### src/rtl/mac_seq.sv
// Sequential shift-add multiply-accumulate: res = mcand * mplier + addend.
// Shares the start/ready/done_tick handshake of the sequential divider, so
// feeding it (quo, dvsr, rmd) rebuilds the dividend for board cross-checks.
// Latency is fixed at W iterations; there is no early exit on zero operands.
module mac_seq #(
  parameter int unsigned W    = 8,
  parameter int unsigned CBIT = 4   // iteration counter width, 2**CBIT must exceed W
) (
  input  logic           clk,
  input  logic           reset,
  input  logic           start,
  input  logic [W-1:0]   mcand,
  input  logic [W-1:0]   mplier,
  input  logic [W-1:0]   addend,
  output logic           ready,
  output logic           done_tick,
  output logic [2*W-1:0] res
);

  typedef enum logic [1:0] {StIdle, StOp, StDone} state_e;

  state_e           state_q, state_d;
  logic [2*W-1:0]   acc_q, acc_d;
  logic [2*W-1:0]   mc_q, mc_d;
  logic [W-1:0]     mp_q, mp_d;
  logic [CBIT-1:0]  n_q, n_d;
  logic [2*W-1:0]   res_q, res_d;

  // State register with synchronous reset
  always_ff @(posedge clk) begin
    if (reset) begin
      state_q <= StIdle;
    end else begin
      state_q <= state_d;
    end
  end

  // Next-state logic; start is only honoured in idle, so it never queues
  always_comb begin
    state_d = state_q;
    unique case (state_q)
      StIdle:  if (start) state_d = StOp;
      StOp:    if (n_q == CBIT'(1)) state_d = StDone;
      StDone:  state_d = StIdle;
      default: state_d = StIdle;
    endcase
  end

  // Handshake outputs decoded from state
  always_comb begin
    ready     = 1'b0;
    done_tick = 1'b0;
    unique case (state_q)
      StIdle:  ready     = 1'b1;
      StDone:  done_tick = 1'b1;
      default: ;
    endcase
  end

  // Datapath next values: load operands on start, shift-add while iterating
  always_comb begin
    acc_d = acc_q;
    mc_d  = mc_q;
    mp_d  = mp_q;
    n_d   = n_q;
    res_d = res_q;
    unique case (state_q)
      StIdle: begin
        if (start) begin
          acc_d = {{W{1'b0}}, addend};
          mc_d  = {{W{1'b0}}, mcand};
          mp_d  = mplier;
          n_d   = CBIT'(W);
        end
      end
      StOp: begin
        // Sum cannot exceed 2**(2W) - 2**W, so no carry out is lost
        if (mp_q[0]) acc_d = acc_q + mc_q;
        mc_d = mc_q << 1;
        mp_d = mp_q >> 1;
        n_d  = n_q - CBIT'(1);
        // Capture the final sum on entry to done; res holds it until the next result
        if (n_q == CBIT'(1)) res_d = acc_d;
      end
      default: ;
    endcase
  end

  // Datapath registers with synchronous reset
  always_ff @(posedge clk) begin
    if (reset) begin
      acc_q <= '0;
      mc_q  <= '0;
      mp_q  <= '0;
      n_q   <= '0;
      res_q <= '0;
    end else begin
      acc_q <= acc_d;
      mc_q  <= mc_d;
      mp_q  <= mp_d;
      n_q   <= n_d;
      res_q <= res_d;
    end
  end

  assign res = res_q;

endmodule
### config.mk
export PLATFORM = sky130hd
export DESIGN_NAME = mac_seq
export DESIGN_NICKNAME = d
export VERILOG_FILES = /design/src/rtl/mac_seq.sv
export SDC_FILE = /design/constraint.sdc
export NUM_CORES = 1
export LEC_CHECK = 0
export CORE_ASPECT_RATIO = 1.5
export CORE_MARGIN = 5
export CORE_UTILIZATION = 34
export CTS_BUF_LIST = sky130_fd_sc_hd__clkbuf_4
export DETAILED_ROUTE_END_ITERATION = 10
export PLACE_DENSITY = 0.64
export SLEW_MARGIN = 30
export SYNTH_ARGS = -nofsm -noshare
export SYNTH_HDL_FRONTEND = slang
export SYNTH_SLANG_ARGS = --single-unit
export TNS_END_PERCENT = 1
### constraint.sdc
create_clock -name clk -period 6.7 [get_ports clk]
set_input_delay 1.005 -clock clk [delete_from_list [all_inputs] [get_ports clk]]
set_output_delay 1.005 -clock clk [all_outputs]
set_load 0.02 [all_outputs]
# Word-level counts from Yosys, hierarchy flattened

Cells that the tools add are included.

Output and inout port bits: 18
Bits in registers: 62
Logic and storage cells: 32
Input port bits: 27

Add/sub/neg operators: 2
Reduce and logical (&&, ||, !) cells: 5
Multiplexer cells: 14
Eq/ne operators: 5

Operators with widths:

| operator                                                           | count |
|---|---|
| 16-bit one-hot mux with 2 select lines                             | 2 |
| 16-bit 2-to-1 mux                                                  | 3 |
| 16-bit adder                                                       | 1 |
| 8-bit one-hot mux with 2 select lines                              | 1 |
| 8-bit 2-to-1 mux                                                   | 1 |
| 4-bit one-hot mux with 2 select lines                              | 1 |
| 2-bit AND reduction                                                | 3 |
| 4-bit by 1-bit == test with 1-bit output, second input constant    | 1 |
| 2-bit 2-to-1 mux                                                   | 2 |
| 4-bit 2-to-1 mux                                                   | 1 |
| 2-bit inequality test, second input constant                       | 2 |
| 2-bit one-hot mux with 2 select lines                              | 1 |
| 4-bit by 1-bit subtractor with 4-bit output, second input constant | 1 |
| 2-bit by 1-bit == test with 1-bit output, second input constant    | 1 |
| 2-bit == test, second input constant                               | 1 |
| 2-bit logical NOT                                                  | 1 |
| 1-bit 2-to-1 mux                                                   | 2 |
| 2-bit nonzero test                                                 | 1 |

# Longest topological paths before layout

Word-level depth: 3
Depth in mapped cells: 8
Gate-level depth less buffers: 8

# Worst setup path after synthesis

Ideal clock, no wire load.

Kind: flip-flop to output port
Start: register state_q[1]
End: output done_tick
Slack: 4.147 ns
Data required time: 5.695 ns
Cell stages (with the launch flop): 5
Arrival time: 1.548 ns
Buffers on the path: 3
Cells stage by stage: dfxtp_1 clkbuf_1 buf_1 clkbuf_1 nor2b_1

Longest elaborated chain between the ends: 2

RTL lines:

| element                  | line | source |
|---|---|---|
| start: declaration       | 22   | `state_e state_q, state_d;` |
| start signal: assignment | 32   | `state_q <= StIdle;` |
| start signal: assignment | 34   | `state_q <= state_d;` |
| 2-bit == test            | 53   | `unique case (state_q)` |
| 1-bit 2-to-1 mux         | 53   |  |
| end: declaration         | 16   | `output logic done_tick,` |

No other way between the ends.

# Worst setup path in the final report

Start: input start
End: register acc_q[9]

Longest elaborated chain between the ends: 2

RTL lines:

| element                                | line | source |
|---|---|---|
| start: declaration                     | 11   | `input logic start,` |
| 2-bit inequality test (no source line) | n/a  |  |
| 2-bit AND reduction (no source line)   | n/a  |  |
| end signal: assignment                 | 92   | `acc_q <= '0;` |
| end signal: assignment                 | 98   | `acc_q <= acc_d;` |
| end: declaration                       | 23   | `logic [2*W-1:0] acc_q, acc_d;` |

No other way between the ends.
A chain may end at the register's enable or synchronous reset.

==> summary.txt <==
Sequential cell fraction of total power: 0.500
Combinational share of power: 0.204
Slowest stage delay, CP: 1.00 ns
IO buf count: 44
DP HPWL: 6436 µm
# DRC: 0
Mapped cell area: 0.003468 mm²
CTS Sinks: 62
CTS tree: built
Worst setup path startpoint: start
Cts hold-fix bufs: 0
Startpoint types: input pin
Chip width: 92.47 µm
Fin crit period: 3.183 ns
Later-pin clock latency in the skew report: 0.43 ns
Worst IR Drop VDD: 0.00008003 V
Layout Cells excl Fill: 574
Gr usage total: 0.1504
LEAKAGE: 1.579 nW
Die area: 0.01236 mm²
Initial antenna violation count: 1
Root cell of the clock tree: clkbuf_4
Post-synth EDFFs: 0
Grt ovf: 0
Fin crit share: 0.4751
Layout cells sized above 1: 0.08333
Gp weighted congestion: 0.9000
Final Setup Violations: 0
DR vias: 3250
Final Skew: 0.01521 ns
Core area: 0.01008 mm²
Number of routed nets with antenna violations: 0
GR Layer Usage met1: 0.1645
Outcome: finished clean
Global-route wire length before repair: 14990 µm
Layout area overhead: 18.00%
CP Class: input pin to register
Capture point of the worst path: acc_q[9]
Clock buffer count from CTS: 9
Initial Util: 0.3441
Initial DRC Count: 150
Post-synthesis net count: 469
RSZ-0062 raised after global routing: no
Placed cells: 558
Worst-path clk slew: 0.09 ns
Synth Flop Type: dfxtp_1
Die Y: 133.7 µm
Clock buffer depth: 2
Int Power: 0.5713 mW
Pwr/cell area: 200.4 mW/mm²
Setup TNS: 0 ns
Yosys reg bits: 62
Max-cap viol count: 0
Most common cell after layout, fill and taps aside: nor2_1
Slew headroom: 0.3475
R2r endpoint: res[14]
Crit-path most repeated cell: nor2_1
Via/cell ratio: 5.662
Worst-case reg-to-reg path depth: 8
Mapped Cells: 424
Highest-count cells in the layout ignoring fill and taps: nor2_1, dfxtp_1, clkdlybuf4s50_1, a21oi_1, o21ai_0
Vias in the first global route: 3152
Post-CTS Setup Bufs: 0
Worst Hold Class: register to register
Sequential area share after synthesis: 0.3579
H-tree levels: 3
P_sw: 0.2490 mW
Slew Viols, Final: 0
Worst path required time: 6.99 ns
Post-synthesis async set-or-reset flop share: 0
IO Pins: 45
Tot Pwr: 0.8203 mW
Clock power frac: 0.296
Drt wl/cell: 15.90 µm
# rows: 45
WP data arrival: 3.48 ns
Met3 usage: 0.03616
Highest clock rate: 0.3142 GHz
Avg Cell Area, Syn: 8.180 µm²
Crit. End Element: register
Switch share: 0.3035
Met2 Track Usage GR: 0.2628
DRT Pass-1 Iters: 5
Crit-path max FO: 25
RR Startpoint: mc_q[0]
Routed wire length: 9124 µm
Synth unique cells: 52
Yosys warnings: 0
CP Cell Sequence: clkdlybuf4s50_1, nor2_1, nor2_2, o21ai_1, a32oi_1, nor2_1
Worst Max-Slew Pin Slew: 0.9773 ns
Crit-path slowest cell: clkdlybuf4s50_1
R2r setup slk: 3.98 ns
Post-CTS sizing: 0
Nets@finish: 497
Pin count of the biggest net entering global routing: 47
Fin. Hold Viols: 0
Top Usage Layer GRT: met2
==> worst min-delay path by stage <==
stage                       start      end  slack [ns]  cells after the start
after CTS                 mp_q[7]  mp_q[7]        0.47                      2
after floorplan           mp_q[7]  mp_q[7]        0.43                      2
after global placement    mp_q[7]  mp_q[7]        0.44                      2
after detailed placement  mp_q[7]  mp_q[7]        0.45                      2
after global routing      mp_q[7]  mp_q[7]        0.50                      2
final                     mp_q[7]  mp_q[7]        0.46                      2
==> worst max-delay path, delay by kind of cell <==
kind,cells,cell delay [ns]
compound gates,2,0.71
buf+inv,1,1.00
simple gates,3,0.76
==> layout make-up <==
type,count,area (µm²)
Antenna cell,1,2.502
Clock buffer,9,67.56
Clock inverter,6,53.80
Fill cell,1041,5986
Inverter,13,48.80
Multi-Input combinational cell,318,2062
Sequential cell,62,1241
Tap cell,117,146.4
Timing Repair Buffer,48,470.5
==> synthesized netlist by cell type (2+ instances only) <==
library cell,number,area (µm²)
clkbuf_1,26,97.59
nor2_1,72,270.3
a21o_1,9,67.56
o21ba_2,2,20.02
a211oi_1,13,97.59
dfxtp_1,62,1241
a211o_1,3,26.28
nand3b_1,2,15.01
inv_1,13,48.80
a2bb2oi_1,2,17.52
or3_1,2,12.51
o22ai_1,4,25.02
buf_2,2,10.01
mux2i_1,8,80.08
nand2_1,11,41.29
o21ai_0,22,110.1
nand3_1,12,60.06
nor3_1,5,25.02
nor2b_1,14,87.58
o21ai_1,3,15.01
buf_1,3,11.26
a311oi_1,2,17.52
o31ai_1,4,30.03
a221oi_1,3,26.28
a31oi_1,3,18.77
o21a_1,2,15.01
a2111oi_0,7,61.31
a32oi_1,3,26.28
o221a_2,11,123.9
and2_1,2,12.51
ha_1,17,212.7
xnor2_1,6,52.55
xor2_1,4,35.03
a22oi_1,10,75.07
a21oi_1,42,210.2
or2_2,2,12.51
==> power by group through the flow <==
stage | Clock (mW) | Sequential [mW] | Combinational (mW)
finish | 0.243 | 0.410 | 0.167
global route | 0.267 | 0.413 | 0.185
CTS | 0.250 | 0.410 | 0.168
detailed placement | 0 | 0.418 | 0.167
global placement | 0 | 0.418 | 0.164
floorplan | 0 | 0.412 | 0.119
==> cells by family after synthesis <==
logic type,share of synthesized area
AOI/OAI and AO/OA,0.3077
and+or+nand+nor,0.1674
DFF,0.3579
buffers and inverters,0.04834
adders and majority gates,0.06710
xor gates and xnor gates,0.02525
muxes,0.02634
==> routing by layer <==
layer | up-vias | wire length [µm]
met2 | 83 | 4603
met3 | 27 | 383
met4 | 0 | 363
li1 | 1619 | -
met1 | 1521 | 3774
met5 | - | 0
==> metrics by stage <==
| stage | hold WS, ns | instance area [µm²] | util | worst slack, ns |
|---|---|---|---|---|
| 2_1_floorplan | 0.4322 | 3468 | - | 4.147 |
| 3_3_place_gp | 0.4392 | 3966 | 0.3935 | 2.823 |
| 3_5_place_dp | 0.4522 | 3969 | 0.3938 | 3.069 |
| 4_1_cts | 0.4657 | 4090 | 0.4058 | 3.527 |
| 5_1_grt | 0.4979 | 4093 | 0.4061 | 3.373 |
| 6_report | 0.4631 | 4093 | 0.4061 | 3.517 |
==> registers in the layout, summed over array words and instances (netlist names) <==
register  count
acc_q        16
mc_q         16
res          16
mp_q          8
n_q           4
state_q       2
No activity file was read; power rests on OpenSTA's default activity.
